===== config.mk =====
export PLATFORM = sky130hd
export DESIGN_NAME = pipe_stage_skid
export DESIGN_NICKNAME = d
export VERILOG_FILES = /design/src/rtl/pipe_stage_skid.sv
export SDC_FILE = /design/constraint.sdc
export NUM_CORES = 1
export LEC_CHECK = 0
export ABC_AREA = 1
export BUFFER_PORTS_ARGS = -buffer_cell sky130_fd_sc_hd__buf_2
export CORE_ASPECT_RATIO = 0.6
export CORE_MARGIN = 2
export CORE_UTILIZATION = 40
export DETAILED_ROUTE_END_ITERATION = 8
export SYNTH_ARGS = -nofsm -noshare
export SYNTH_HDL_FRONTEND = slang
export SYNTH_SLANG_ARGS = --single-unit

===== constraint.sdc =====
create_clock -name clk -period 32.1 [get_ports clk]
set_input_delay 1.605 -clock clk [delete_from_list [all_inputs] [get_ports clk]]
set_output_delay 1.605 -clock clk [all_outputs]
set_load 0.05 [all_outputs]

===== src/rtl/pipe_stage_skid.sv =====
// ============================================================================
// Module   : pipe_stage_skid
// Function : Valid/ready pipeline register with a main and a skid entry.
//            It forces a NOP control bundle whenever the output is idle.
// Revision : 1.0 - initial release
// ============================================================================
`default_nettype none

module pipe_stage_skid #(
  parameter int                DATA_W   = 160,
  parameter int                CTRL_W   = 24,
  parameter logic [CTRL_W-1:0] CTRL_NOP = {CTRL_W{1'b0}}
) (
  input  logic              clk,
  input  logic              reset,
  input  logic              flush,
  input  logic              in_valid,
  output logic              in_ready,
  input  logic [DATA_W-1:0] in_data,
  input  logic [CTRL_W-1:0] in_ctrl,
  output logic              out_valid,
  input  logic              out_ready,
  output logic [DATA_W-1:0] out_data,
  output logic [CTRL_W-1:0] out_ctrl,
  output logic [1:0]        level
);

  typedef enum logic [1:0] {
    ST_EMPTY = 2'd0,
    ST_ONE   = 2'd1,
    ST_TWO   = 2'd2
  } state_t;

  state_t            r_state;
  logic [DATA_W-1:0] r_main_data;
  logic [CTRL_W-1:0] r_main_ctrl;
  logic [DATA_W-1:0] r_skid_data;
  logic [CTRL_W-1:0] r_skid_ctrl;
  logic              r_in_ready;
  logic              r_out_valid;
  logic [1:0]        r_level;

  logic              w_fire_in;
  logic              w_fire_out;

  assign w_fire_in  = in_valid & r_in_ready;
  assign w_fire_out = r_out_valid & out_ready;

  // The main control register holds CTRL_NOP whenever the main entry is
  // empty, so out_ctrl is a pure register output with no gating mux.
  always_ff @(posedge clk or posedge reset) begin
    if (reset) begin
      r_state     <= ST_EMPTY;
      r_main_data <= '0;
      r_main_ctrl <= CTRL_NOP;
      r_skid_data <= '0;
      r_skid_ctrl <= '0;
      r_in_ready  <= 1'b1;
      r_out_valid <= 1'b0;
      r_level     <= 2'd0;
    end else if (flush) begin
      // A beat offered in this cycle is dropped; out_data keeps its value.
      r_state     <= ST_EMPTY;
      r_main_ctrl <= CTRL_NOP;
      r_in_ready  <= 1'b1;
      r_out_valid <= 1'b0;
      r_level     <= 2'd0;
    end else begin
      case (r_state)
        ST_EMPTY: begin
          if (w_fire_in) begin
            r_state     <= ST_ONE;
            r_main_data <= in_data;
            r_main_ctrl <= in_ctrl;
            r_out_valid <= 1'b1;
            r_level     <= 2'd1;
          end
        end
        ST_ONE: begin
          if (w_fire_in && w_fire_out) begin
            r_main_data <= in_data;
            r_main_ctrl <= in_ctrl;
          end else if (w_fire_in) begin
            // Downstream stalled: park the new beat behind the main entry.
            r_state     <= ST_TWO;
            r_skid_data <= in_data;
            r_skid_ctrl <= in_ctrl;
            r_in_ready  <= 1'b0;
            r_level     <= 2'd2;
          end else if (w_fire_out) begin
            r_state     <= ST_EMPTY;
            r_main_ctrl <= CTRL_NOP;
            r_out_valid <= 1'b0;
            r_level     <= 2'd0;
          end
        end
        ST_TWO: begin
          if (w_fire_out) begin
            r_state     <= ST_ONE;
            r_main_data <= r_skid_data;
            r_main_ctrl <= r_skid_ctrl;
            r_in_ready  <= 1'b1;
            r_level     <= 2'd1;
          end
        end
        default: begin
          r_state     <= ST_EMPTY;
          r_main_ctrl <= CTRL_NOP;
          r_in_ready  <= 1'b1;
          r_out_valid <= 1'b0;
          r_level     <= 2'd0;
        end
      endcase
    end
  end

  assign in_ready  = r_in_ready;
  assign out_valid = r_out_valid;
  assign out_data  = r_main_data;
  assign out_ctrl  = r_main_ctrl;
  assign level     = r_level;

endmodule

`default_nettype wire


Word level (Yosys, flattened, before mapping)
Index checks and enable logic that the tools add are counted.
{ "classes": {"n_eq_ne": 16, "n_reduce_logical": 9, "bitwise": 4, "n_mux": 29} }
{ "ops": {"columns": ["operator", "n"], "rows": [
  ["$mux 160", 3],
  ["$pmux 160 s3", 1],
  ["$mux 24", 6],
  ["$pmux 24 s3", 1],
  ["$ne 3x3->1 const B", 6],
  ["$reduce_and 4->1", 4],
  ["$mux 2", 6],
  ["$ne 4x4->1 const B", 3],
  ["$ne 2x2->1 const B", 5],
  ["$reduce_and 5->1", 2],
  ["$mux 1", 9],
  ["$pmux 1 s3", 2],
  ["$pmux 2 s3", 1],
  ["$reduce_bool 3->1", 1],
  ["$and 1x1->1", 2],
  ["$eq 2x1->1 const B", 1],
  ["$eq 2x2->1 const B", 1],
  ["$logic_not 2->1", 1],
  ["$not 1->1", 2],
  ["$logic_and 1x1->1", 1]
]} }
{ "totals": {"input_bits": 189, "out_inout_bits": 188, "reg_bits": 372} }

Logic depth before layout (Yosys ltp)
{ "logic_depth": {"ltp_word": 6, "ltp_mapped": 9} }

Worst setup path after synthesis
OpenSTA, ideal clock, no wires.
{ "synth_timing": {"path_kind": "input to register", "from": "input port in_valid", "to": "register r_skid_data[76]", "t_arrival_ps": 2652, "setup_slack_ps": 29323, "cell_stages": 8, "cell_sequence": "nand2_1 inv_1 nand3_2 nor2_1 buf_2 buf_4 buf_2 o21ai_0"} }
{ "synth_between": {"elab_chain_cells": 4} }
{ "synth_lines": {"columns": ["element", "line_no", "text"], "rows": [
  ["start: declaration", "17", "input logic in_valid,"],
  ["$and 1x1->1 *", "46", "assign w_fire_in = in_valid & r_in_ready;"],
  ["$logic_and 1x1->1", "80", "if (w_fire_in && w_fire_out) begin"],
  ["$not 1->1 (no line)", null, null],
  ["$reduce_and 4->1 (no line) *", null, null],
  ["end signal: assignment", "86", "r_skid_data <= in_data;"],
  ["end: declaration", "37", "logic [DATA_W-1:0] r_skid_data;"]
]} }
Every way passes the cells marked *; elsewhere a longest branch is shown, timed or not.
A chain may end at the register's enable or synchronous reset.

Worst setup path in the final report
{ "layout_timing": {"from": "input port in_valid", "to": "register r_skid_data[15]"} }
Same word-level chain as after synthesis.

==> impl_metrics.tcl <==
set metrics [dict create \
    status "finished clean" \
    grt_usage_pct 21.5 \
    die_h_um 162 \
    cts_max_level 2 \
    cts-buffers-inserted 38 \
    drv_slew 0 \
    hold_violations 0 \
    fin_nets 2561 \
    routed_via_density 4.92 \
    post_cts_buffers 0 \
    period_needed_ns 5.00 \
    wirelength_mm 46.9 \
    required_ns 32.53 \
    cts-hold-fix-buffers 0 \
    syn_area_per_cell_um2 7.97 \
    portBuffers 376 \
    worst_pin_slew_ns 1.16 \
    fin_area_mm2 0.0200 \
    drc_errors 0 \
    crit_fanout 105 \
    ys_warn_count 0 \
    cts.sinks 372 \
    fmax_ghz 0.200 \
    final-setup-viol-count 0 \
    grt_max_degree 211 \
    leakage_nw 10.8 \
    fill_cells 4004 \
    pin_count 377 \
    tritoncts "done" \
    drtIter0Drc 1328 \
    path_class "input pin to flop" \
    antenna_found_initial 15 \
    synth_fp_nets 2270 \
    maxCapViolations 0 \
    crit_path_start_kind "input pin" \
    vdd_drop_max_v 0.0000582 \
    grt_pass1_wl_mm 74.8 \
    postPlaceCellArea_mm2 0.0187 \
    vias 14500 \
    dp_hpwl_mm 29.8 \
    routedWlPerCell_um 15.9 \
    placedCellCount 2863 \
    clk_pin_slew_worst_paths_ns 0.06 \
    maxSlewHeadroom_pct 22.4 \
    rows 57 \
    first_global_vias 13400 \
    final_cells 2940 \
    grt_remaining_overflow 0 \
    finalSetupTns_ns 0 \
    floorplan.initialDensity_pct 40.8 \
    drt_pass1_iterations 5 \
    fin_skew_ns 0.0135 \
    syn-cell-area_mm2 0.0166 \
    drive_gt1_share_pct 19.6 \
    synthDistinctLibCells 21 \
    arrival_ns 5.43 \
    synthCells 2081 \
    rsz0062_at_grt "false" \
    root_buffer "clkbuf_16" \
    cts_max_path_buffers 3 \
    synth-seq-cells 372 \
    fp.dieW_um 267 \
    fin_crit_sh_pct 15.6 \
    hold_path_class "flop to flop" \
    cp-end-kind "flop" \
    drtAntennaViolNets 0 \
    p_per_area_mw_per_mm2 106 \
    ctsResizeCount 0 \
    ys_seq_area_share_pct 56.1 \
    clk_latency_ns 0.52 \
    area_growth_pct 20.3 \
    place.gp.congestion 0.828 \
    design.die.area_mm2 0.0432 \
    core_mm2 0.0407 \
]
## per-layer routing
metal  share of wire [%]  track usage [%]  vias to the layer above
met5                0.12                0                        -
li1                    -                -                     7185
met1                  48             31.7                     6807
met4                 2.2             5.06                        8
met2                  45             32.7                      377
met3                 5.5             4.20                       81
## registers in the layout, summed over array words and instances (netlist names)
register	cells
r_skid_ctrl	24
in_ready	1
out_data	160
out_valid	1
out_ctrl	24
level	2
r_skid_data	160
## critical path, cell delays in order
cell and delay, ns:
buf_2 0.08, nand2_1 0.15, inv_1 0.15, nand3_2 0.44, nor2_4 0.79, buf_4 0.90
buf_4 0.85, nand2_1 0.14, o21ai_1 0.15
## where the power goes
part / internal [mW] / switching [mW] / leakage, nW / total, mW
logic: 0.196 / 0.673 / 5.58 / 0.869
clock network: 0.270 / 0.189 / 0.639 / 0.458
registers: 0.686 / 0.0935 / 4.59 / 0.780
total: 1.15 / 0.955 / 10.8 / 2.11
## cells in the mapped netlist
| library cell | n | area share, % |
|---|---|---|
| dfstp_2 | 1 | 0.16 |
| nand3_2 | 1 | 0.060 |
| clkbuf_1 | 73 | 1.7 |
| nand2_1 | 821 | 19 |
| nor2_4 | 2 | 0.14 |
| buf_4 | 16 | 0.72 |
| nor2_1 | 7 | 0.16 |
| o21ai_1 | 146 | 4.4 |
| buf_1 | 13 | 0.29 |
| nand3_1 | 213 | 6.4 |
| nand2_2 | 2 | 0.075 |
| inv_1 | 165 | 3.7 |
| o211ai_2 | 1 | 0.075 |
| dfrtp_1 | 371 | 56 |
| o211ai_1 | 1 | 0.045 |
| nand4_1 | 2 | 0.075 |
| inv_2 | 4 | 0.090 |
| a21oi_4 | 1 | 0.098 |
| o21ai_0 | 200 | 6.0 |
| nor2_2 | 2 | 0.075 |
| buf_2 | 39 | 1.2 |
## stage by stage
step	power (mW)	util, %	worst slack, ns	hold WS [ns]
6_report	2.11	49.1	27.10	0.464
5_1_grt	2.24	49.1	26.76	0.482
4_1_cts	2.13	49.1	27.14	0.468
3_5_place_dp	1.66	45.9	26.63	0.453
3_3_place_gp	1.64	45.9	26.78	0.448
2_1_floorplan	1.43	-	20.17	0.465
## layout make-up
class | count | area [µm²] | share of cell area (%)
well taps | 531 | 664 | 3.33
diodes | 8 | 20.0 | 0.100
clock buffers | 59 | 1180 | 5.92
repair buffers | 392 | 2000 | 10.0
inverters | 169 | 649 | 3.25
clock inverters | 10 | 106 | 0.533
flip-flops and latches | 372 | 9310 | 46.6
multi-input cells | 1399 | 6030 | 30.2
## worst paths after layout
path / slack (ns) / depth (start not counted) / start / to
setup / recovery: 27.10 / 9 / in_valid / r_skid_data[15]
hold / removal: 0.46 / 2 / out_data[99] / out_data[99]
setup reg to reg: 27.71 / 8 / in_ready / r_skid_data[15]
hold reg to reg: 0.46 / 2 / out_data[99] / out_data[99]
max in group asynchronous: 28.61 / 4 / reset / out_data[5]
min in group asynchronous: 1.16 / 2 / reset / out_data[73]
## placed cells by master, fill, tap and decap left out, drive strengths merged
cell type,n
a21oi,1
buf,392
bufinv,2
clkbuf,59
clkinv,6
clkinvlp,1
dfrtp,371
dfstp,1
diode,8
inv,170
nand2,823
nand3,214
nand4,2
nor2,11
o211ai,2
o21ai,346
## kinds of logic (layout without fill, tap and decap cells)
family,after synthesis,in the layout,synth area share [%]
AOI/OAI and AO/OA,349,349,10.7
buffers and inverters,310,630,7.67
DFF,372,372,56.1
other,0,8,0
and+or+nand+nor,1050,1050,25.6
Power figures use the tool's default switching activity.
